## config.mk

```make
export PLATFORM = sky130hd
export DESIGN_NAME = ltc2311_emulator_flat
export DESIGN_NICKNAME = d
export VERILOG_FILES = /design/src/rtl/ltc2311_emulator_if.sv /design/src/rtl/ltc2311_emulator.sv /design/src/flat_wrapper.sv
export SDC_FILE = /design/constraint.sdc
export NUM_CORES = 1
export LEC_CHECK = 0
export ABC_AREA = 1
export CORE_MARGIN = 10
export CORE_UTILIZATION = 50
export CTS_CLUSTER_SIZE = 25
export DETAILED_ROUTE_END_ITERATION = 10
export PLACE_DENSITY_LB_ADDON = 0.3
export SYNTH_ARGS = -nofsm -noshare
export SYNTH_HDL_FRONTEND = slang
export SYNTH_SLANG_ARGS = --single-unit
```

## constraint.sdc

```tcl
create_clock -name clk -period 2.25 [get_ports clk]
set_input_delay 0.3375 -clock clk [delete_from_list [all_inputs] [get_ports clk]]
set_output_delay 0.3375 -clock clk [all_outputs]
set_load 0.03 [all_outputs]
```

## src/rtl/ltc2311_emulator_if.sv

```systemverilog
// Serial bus between the ADC reader (master) and the LTC2311-16 emulator (slave).
interface ltc2311_emulator_if;
  logic cnv_n;
  logic sck;
  logic sdo;

  modport master (output cnv_n, output sck, input sdo);
  modport slave  (input cnv_n, input sck, output sdo);
endinterface

```

## src/rtl/ltc2311_emulator.sv

```systemverilog
// Device-side model of the LTC2311-16 serial interface: oversamples cnv_n/sck on clk
// and shifts a latched sample word out on sdo, MSB first, one bit per sck fall.
//
//   state   | meaning
//   --------+----------------------------------------------------------
//   IDLE    | waiting for cnv rise, sdo held low
//   CONVERT | sample latched, busy high, counting conversion cycles
//   SHIFT   | presenting bits on sdo, advancing on each sck fall
module ltc2311_emulator #(
  parameter int DATA_WIDTH  = 16,
  parameter int CONV_CYCLES = 12,
  parameter int SYNC_STAGES = 2
) (
  input  logic                  clk,
  input  logic                  reset_n,
  ltc2311_emulator_if.slave     bus,
  input  logic [DATA_WIDTH-1:0] sample_in,
  input  logic                  err_clear,
  output logic                  busy,
  output logic                  frame_done,
  output logic                  early_cnv_err,
  output logic [15:0]           frame_count
);

  localparam int CW = $clog2(CONV_CYCLES + 1);
  localparam int BW = $clog2(DATA_WIDTH + 1);
  localparam logic [CW-1:0] CONV_MAX = CW'(CONV_CYCLES);
  localparam logic [BW-1:0] BIT_LAST = BW'(DATA_WIDTH);

  typedef enum logic [1:0] {IDLE, CONVERT, SHIFT} state_t;

  state_t                  state;
  logic [SYNC_STAGES-1:0]  cnv_sync;
  logic [SYNC_STAGES-1:0]  sck_sync;
  logic                    cnv_d;
  logic                    sck_d;
  logic [DATA_WIDTH-1:0]   shift_reg;
  logic [CW-1:0]           conv_cnt;
  logic [BW-1:0]           bit_cnt;
  logic                    sdo_r;

  logic                    cnv_s;
  logic                    sck_s;
  logic                    cnv_rise;
  logic                    cnv_fall;
  logic                    sck_fall;
  logic [CW-1:0]           conv_inc;
  logic                    conv_early;

  assign bus.sdo = sdo_r;

  always_ff @(posedge clk or negedge reset_n) begin
    if (!reset_n) begin
      cnv_sync <= '0;
      sck_sync <= '1;
      cnv_d    <= 1'b0;
      sck_d    <= 1'b1;
    end else begin
      cnv_sync <= {cnv_sync[SYNC_STAGES-2:0], bus.cnv_n};
      sck_sync <= {sck_sync[SYNC_STAGES-2:0], bus.sck};
      cnv_d    <= cnv_sync[SYNC_STAGES-1];
      sck_d    <= sck_sync[SYNC_STAGES-1];
    end
  end

  assign cnv_s    = cnv_sync[SYNC_STAGES-1];
  assign sck_s    = sck_sync[SYNC_STAGES-1];
  assign cnv_rise = cnv_s & ~cnv_d;
  assign cnv_fall = ~cnv_s & cnv_d;
  assign sck_fall = ~sck_s & sck_d;

  // The cycle in which the fall is seen counts as a conversion cycle, so cnv_n
  // held high for exactly CONV_CYCLES clocks is accepted as a full conversion.
  assign conv_inc   = (conv_cnt == CONV_MAX) ? conv_cnt : conv_cnt + 1'b1;
  assign conv_early = (conv_inc < CONV_MAX);

  always_ff @(posedge clk or negedge reset_n) begin
    if (!reset_n) begin
      state         <= IDLE;
      sdo_r         <= 1'b0;
      busy          <= 1'b0;
      frame_done    <= 1'b0;
      early_cnv_err <= 1'b0;
      frame_count   <= 16'h0000;
      shift_reg     <= '0;
      conv_cnt      <= '0;
      bit_cnt       <= '0;
    end else begin
      frame_done <= 1'b0;
      if (err_clear) early_cnv_err <= 1'b0;
      case (state)
        IDLE: begin
          sdo_r <= 1'b0;
          if (cnv_rise) begin
            shift_reg <= sample_in;
            conv_cnt  <= '0;
            busy      <= 1'b1;
            state     <= CONVERT;
          end
        end
        CONVERT: begin
          if (cnv_fall) begin
            busy    <= 1'b0;
            sdo_r   <= shift_reg[DATA_WIDTH-1];
            bit_cnt <= BW'(1);
            state   <= SHIFT;
            if (conv_early) early_cnv_err <= 1'b1;
          end else begin
            conv_cnt <= conv_inc;
          end
        end
        SHIFT: begin
          // A new conversion request aborts the frame in progress.
          if (cnv_rise) begin
            shift_reg <= sample_in;
            conv_cnt  <= '0;
            busy      <= 1'b1;
            sdo_r     <= 1'b0;
            state     <= CONVERT;
          end else if (sck_fall) begin
            if (bit_cnt < BIT_LAST) begin
              shift_reg <= shift_reg << 1;
              sdo_r     <= shift_reg[DATA_WIDTH-2];
              bit_cnt   <= bit_cnt + 1'b1;
            end else begin
              sdo_r       <= 1'b0;
              frame_done  <= 1'b1;
              frame_count <= frame_count + 16'h0001;
              state       <= IDLE;
            end
          end
        end
        default: state <= IDLE;
      endcase
    end
  end

endmodule
```

## src/flat_wrapper.sv

```systemverilog
// flat-port wrapper written by rule: the top's interface ports become plain ports
module ltc2311_emulator_flat 
#(
  parameter int DATA_WIDTH  = 16,
  parameter int CONV_CYCLES = 12,
  parameter int SYNC_STAGES = 2
)
  (clk, reset_n, sample_in, err_clear, busy, frame_done, early_cnv_err, frame_count, bus_cnv_n, bus_sck, bus_sdo);
  ltc2311_emulator_if bus_i ();
  input  logic clk;
  input  logic reset_n;
  input  logic [DATA_WIDTH-1:0] sample_in;
  input  logic err_clear;
  output logic busy;
  output logic frame_done;
  output logic early_cnv_err;
  output logic [15:0] frame_count;
  input wire logic [$bits(bus_i.cnv_n)-1:0] bus_cnv_n;
  input wire logic [$bits(bus_i.sck)-1:0] bus_sck;
  output wire logic [$bits(bus_i.sdo)-1:0] bus_sdo;
  assign bus_i.cnv_n = bus_cnv_n;
  assign bus_i.sck = bus_sck;
  assign bus_sdo = bus_i.sdo;
  ltc2311_emulator #(.DATA_WIDTH(DATA_WIDTH), .CONV_CYCLES(CONV_CYCLES), .SYNC_STAGES(SYNC_STAGES)) u_core (.clk(clk), .reset_n(reset_n), .bus(bus_i), .sample_in(sample_in), .err_clear(err_clear), .busy(busy), .frame_done(frame_done), .early_cnv_err(early_cnv_err), .frame_count(frame_count));
endmodule
```

* Yosys cells after proc, flatten, opt, wreduce, memory -nomap -nowiden
Index checks and enable logic that the tools add are counted.
Operators by class: reductions and logical operators 13, magnitude comparators 2, add/sub/neg operators 3, muxes and demuxes 36, equality and inequality tests 13, bitwise logic cells 8
Operator list (number):
- two-way mux 16 bit | 4
- one-hot mux 16 bit (2 select lines) | 1
- two-way mux 5 bit | 4
- adder 16 x 1 -> 16 bit (second input constant) | 1
- two-way mux 1 bit | 14
- two-way mux 4 bit | 3
- AND reduction 4 bit | 3
- two-way mux 2 bit | 5
- != test 2 x 1 -> 1 bit (second input constant) | 5
- one-hot mux 5 bit (2 select lines) | 1
- AND reduction 3 bit | 3
- one-hot mux 4 bit (2 select lines) | 1
- != test 3 x 1 -> 1 bit (second input constant) | 2
- one-hot mux 2 bit (3 select lines) | 1
- nonzero test 2 bit | 3
- adder 5 x 1 -> 5 bit (second input constant) | 1
- < comparator 5 bit (second input constant) | 1
- inverter 1 bit | 5
- AND reduction 5 bit | 1
- adder 4 x 1 -> 4 bit (second input constant) | 1
- equality test 4 bit (second input constant) | 1
- < comparator 4 bit (second input constant) | 1
- != test 2 bit (second input constant) | 2
- bitwise AND 1 bit | 3
- 8 further kinds | 8
Storage, ports and cells: logic and storage cells 88, output and inout port bits 20, register bits 53, bits of input ports 21

* Logic depth before layout (Yosys ltp)
depth after elaboration 6, depth in mapped cells 12, depth with buffers taken out 10

* Least setup slack after synthesis
No wires, ideal clock.
path kind register -> register, start point register u_core.state[0], end point register u_core.shift_reg[14], path slack 586 ps, clock period less this slack 1664 ps, setup time 116 ps, buffers on the path 2, required time 2134 ps, data arrival time 1547 ps, cell stages (with the launch flop) 13, path through dfrtp_1 -> inv_1 -> ha_1 -> buf_6 -> nand2_1 -> inv_1 -> nand2_1 -> nand2_1 -> nor2_8 -> inv_4 -> buf_6 -> nand2_1 -> nand2_1
On the way: word-level cells in the longest chain between the ends 3, elaborated cells between the ends (all ways) 8, those cells by class 4 x eq/ne; 1 x mux; 3 x reduce/logical
Ends and longest elaborated chain:
- start: declaration | RTL line ltc2311_emulator.sv:32 | state_t state;
- start signal: assignment | RTL line ltc2311_emulator.sv:79 | state <= IDLE;
- start signal: assignment | RTL line ltc2311_emulator.sv:98 | state <= CONVERT;
- start signal: assignment | RTL line ltc2311_emulator.sv:106 | state <= SHIFT;
- equality test 2 bit / logical NOT 2 bit (equally long branches) | RTL line ltc2311_emulator.sv:91 | case (state)
- != test 3 x 1 -> 1 bit (no line), or another cell as far along
- AND reduction 4 bit (no line)
- end signal: assignment | RTL line ltc2311_emulator.sv:95 | shift_reg <= sample_in;
- end signal: assignment | RTL line ltc2311_emulator.sv:115 | shift_reg <= sample_in;
- end signal: assignment | RTL line ltc2311_emulator.sv:122 | shift_reg <= shift_reg << 1;
- end: declaration | RTL line ltc2311_emulator.sv:37 | logic [DATA_WIDTH-1:0] shift_reg;
Parallel ways exist; a longest one is shown, timed or not. A chain may end at the register's enable or synchronous reset.

* Worst setup path in the final report
Ends and elaborated chain as after synthesis.

==> metrics.md <==
| Metric | Value |
|---|---|
| Initial antenna violation count | 0 |
| Peak Freq | 516 MHz |
| Initial DRC Count | 128 |
| Crit-path slowest cell | dfrtp_1 |
| DIE HEIGHT | 94.6 µm |
| CTS tree | done |
| CP endpoint kind | flop |
| Final WL | 5.63 mm |
| Clk_skew | 2.39 ps |
| Area Overhead vs Synth | 20.4% |
| # DRC | 0 |
| Total Neg Setup Slack | 0 ps |
| Vias in the first global route | 2235 |
| Max IR drop VDD | 396 µV |
| CTS H-tree lvls | 2 |
| Required time of the critical path | 2460 ps |
| Clk pwr share | 18.5% |
| Max_cap viols | 0 |
| Count of flip-flops with a built-in enable after synthesis | 0 |
| Clock root cell | clkbuf_8 |
| First-pass GRT wire length | 10.1 mm |
| RSZ-0062 raised after global routing | no |
| Max-slew violations | 0 |
| DPL Wire Length | 4.30 mm |
| Die footprint | 8940 µm² |
| Comb pwr share | 38.8% |
| Largest net degree at the start of global routing | 22 |
| Drt wl/cell | 11.9 µm |
| GRT overflow | 0 |
| Post-DR vias/cell | 4.84 |
| Final hold violations | 0 |
| Fin util | 61.5% |
| Worst-Margin Slew | 476 ps |
| Critical path, cell by cell | inv_1 > ha_1 > nand2_8 > inv_4 > nand2_4 > nand2_4 > nor2_8 > inv_4 > nand2_1 > nand2_1 |
| Global placer's final weighted congestion | 0.868 |
| Post-Syn Instances | 353 |
| TritonCTS Sinks | 53 |
| Io pins | 41 |
| Pleak | 1.71 nW |
| DRT antenna net count | 0 |
| Final Instance Area | 3350 µm² |
| Setup WS pre-CTS | 293 ps |
| Ant diodes | 0 |
| CP bufs+invs | 3 |
| Post-synth ARST share | 100% |
| Post-synthesis sequential area ratio | 47.8% |
| Post-Synthesis Cell Area | 2780 µm² |
| Synth warn | 0 |
| Power Internal | 1.87 mW |
| Nets | 428 |
| Core region area | 5440 µm² |
| CTS Buffer Depth | 2 |
| # port buffers | 40 |
| Min Tclk post-route | 1940 ps |
| Row count | 27 |
| CP peak stage delay | 440 ps |
| Yosys cell types | 25 |
| Sequential fraction of design power | 42.7% |
| PD cells | 937 nW/µm² |
| Final worst slack | 311 ps |
| Crit-path max FO | 19 |
| Setup violators final | 0 |
| Starting Density | 51.1% |
| Top Family by Delay on Critical Path | simple AND/OR/NAND/NOR gates |
| Final Power | 3.13 mW |
| Status | finished clean |
| Slew margin rel. | 68.2% |
| Hold/Removal Path Class | flop to flop |
| Via count | 2280 |
| P_sw | 1.27 mW |
| Clock buffer count from CTS | 5 |
| Ratio of final minimum period to clock period | 86.2% |
| Placed Area | 3240 µm² |
| CP arrival | 2140 ps |
| Clk Latency, worst-skew pair | 310 ps |
| Avg Cell Area, Syn | 7.88 µm² |
| Chip Width | 94.6 µm |
| Layout cell share with drive strength beyond 1 | 6.77% |
| Sw Ratio | 40.4% |
| GRT Util Overall | 13.7% |
| Clock slew at reported path FFs | 100 ps |
| Fill cells | 493 |
| Startpoint types | flop |
| Ys flop type | dfrtp_1 |
| Setup CP Type | flop to flop |
| Synth Register Bits | 53 |
| Post-synth net total | 383 |
| DRT Pass-1 Iters | 4 |
cell usage after synthesis, types with 2 or more instances:
| cell | instances | area share, % |
|---|---|---|
| xor2_1 | 9 | 2.8 |
| o211ai_1 | 2 | 0.54 |
| nor2_1 | 18 | 2.4 |
| xnor2_1 | 5 | 1.6 |
| ha_1 | 9 | 4.1 |
| inv_1 | 34 | 4.6 |
| o21ai_0 | 18 | 3.2 |
| nand4_1 | 3 | 0.68 |
| dfrtp_1 | 50 | 45 |
| nand2_1 | 162 | 22 |
| dfstp_2 | 3 | 2.8 |
| nand2_4 | 3 | 1.2 |
| buf_2 | 2 | 0.36 |
| buf_6 | 3 | 1.2 |
| inv_4 | 2 | 0.45 |
| a21oi_1 | 2 | 0.36 |
| nand3_1 | 18 | 3.2 |
| nor2_2 | 3 | 0.68 |
timing repair:
action,4_1_cts,5_1_grt
hold buffers,1,0
gates resized for setup,0,0
hold endpoints to repair,17,0
setup buffers,0,0
setup endpoints to repair,0,0
final timing paths:
check / start / to / slack (ps) / cells after the start
worst max-delay path: u_core.state[0] / u_core.shift_reg[14] / 310 / 10
worst min-delay path: u_core.cnv_sync[0] / u_core.cnv_sync[1] / 360 / 0
worst max register to register: u_core.state[0] / u_core.shift_reg[14] / 310 / 10
worst min register to register: u_core.cnv_sync[0] / u_core.cnv_sync[1] / 360 / 0
max in group asynchronous: reset_n / u_core.sck_sync[0] / 1050 / 3
min in group asynchronous: reset_n / u_core.conv_cnt[1] / 520 / 2
placed cells by master, fill, tap and decap left out, drive strengths merged, types with 2 or more instances in the layout:
cell type and instances:
nor2 22, o211ai 2, nand2 166, dfrtp 50
a21oi 2, nand4 3, nand3 19, dfstp 3
buf 3, xor2 9, clkbuf 6, inv 38
o21ai 18, xnor2 5, ha 9, clkdlybuf4s50 39
kinds of logic after synthesis:
| family | count (synthesis) | synth area share (%) |
|---|---|---|
| buffers and inverters | 42 | 6.75 |
| AOI/OAI and AO/OA | 23 | 4.37 |
| DFF | 53 | 47.8 |
| xor gates and xnor gates | 14 | 4.41 |
| adders and majority gates | 9 | 4.05 |
| and+or+nand+nor | 212 | 32.6 |
metrics by stage:
step | hold WS (ps) | cells
2_1_floorplan | 41.9 | 353
3_3_place_gp | 325 | 462
3_5_place_dp | 321 | 462
4_1_cts | 361 | 471
5_1_grt | 366 | 471
6_report | 357 | 471
per-layer routing:
metal | global-route usage (%) | vias to the layer above | wire [µm]
met1 | 16.8 | 1065 | 2570
met2 | 22.8 | 36 | 2730
li1 | - | 1171 | -
met3 | 4.12 | 8 | 265
met4 | 3.74 | 0 | 58
met5 | 0 | - | 0
power by group through the flow:
stage / combinational, mW / clock (mW) / sequential (mW)
finish: 1.22 / 0.580 / 1.34
global placement: 1.19 / 0 / 1.34
CTS: 1.24 / 0.606 / 1.34
detailed placement: 1.23 / 0 / 1.35
floorplan: 0.956 / 0 / 1.36
global route: 1.41 / 0.640 / 1.38
final cells by class:
| cell class | instances | area, µm² | area share [%] |
|---|---|---|---|
| inverter | 37 | 144 | 4.30 |
| sequential | 53 | 1330 | 39.7 |
| clock buffer | 6 | 82.6 | 2.47 |
| multi-input combinational | 258 | 1260 | 37.7 |
| clock inverter | 2 | 17.5 | 0.523 |
| timing repair buffer | 43 | 420 | 12.6 |
| tap | 72 | 90.1 | 2.69 |
(Power assumes the default switching activity.)
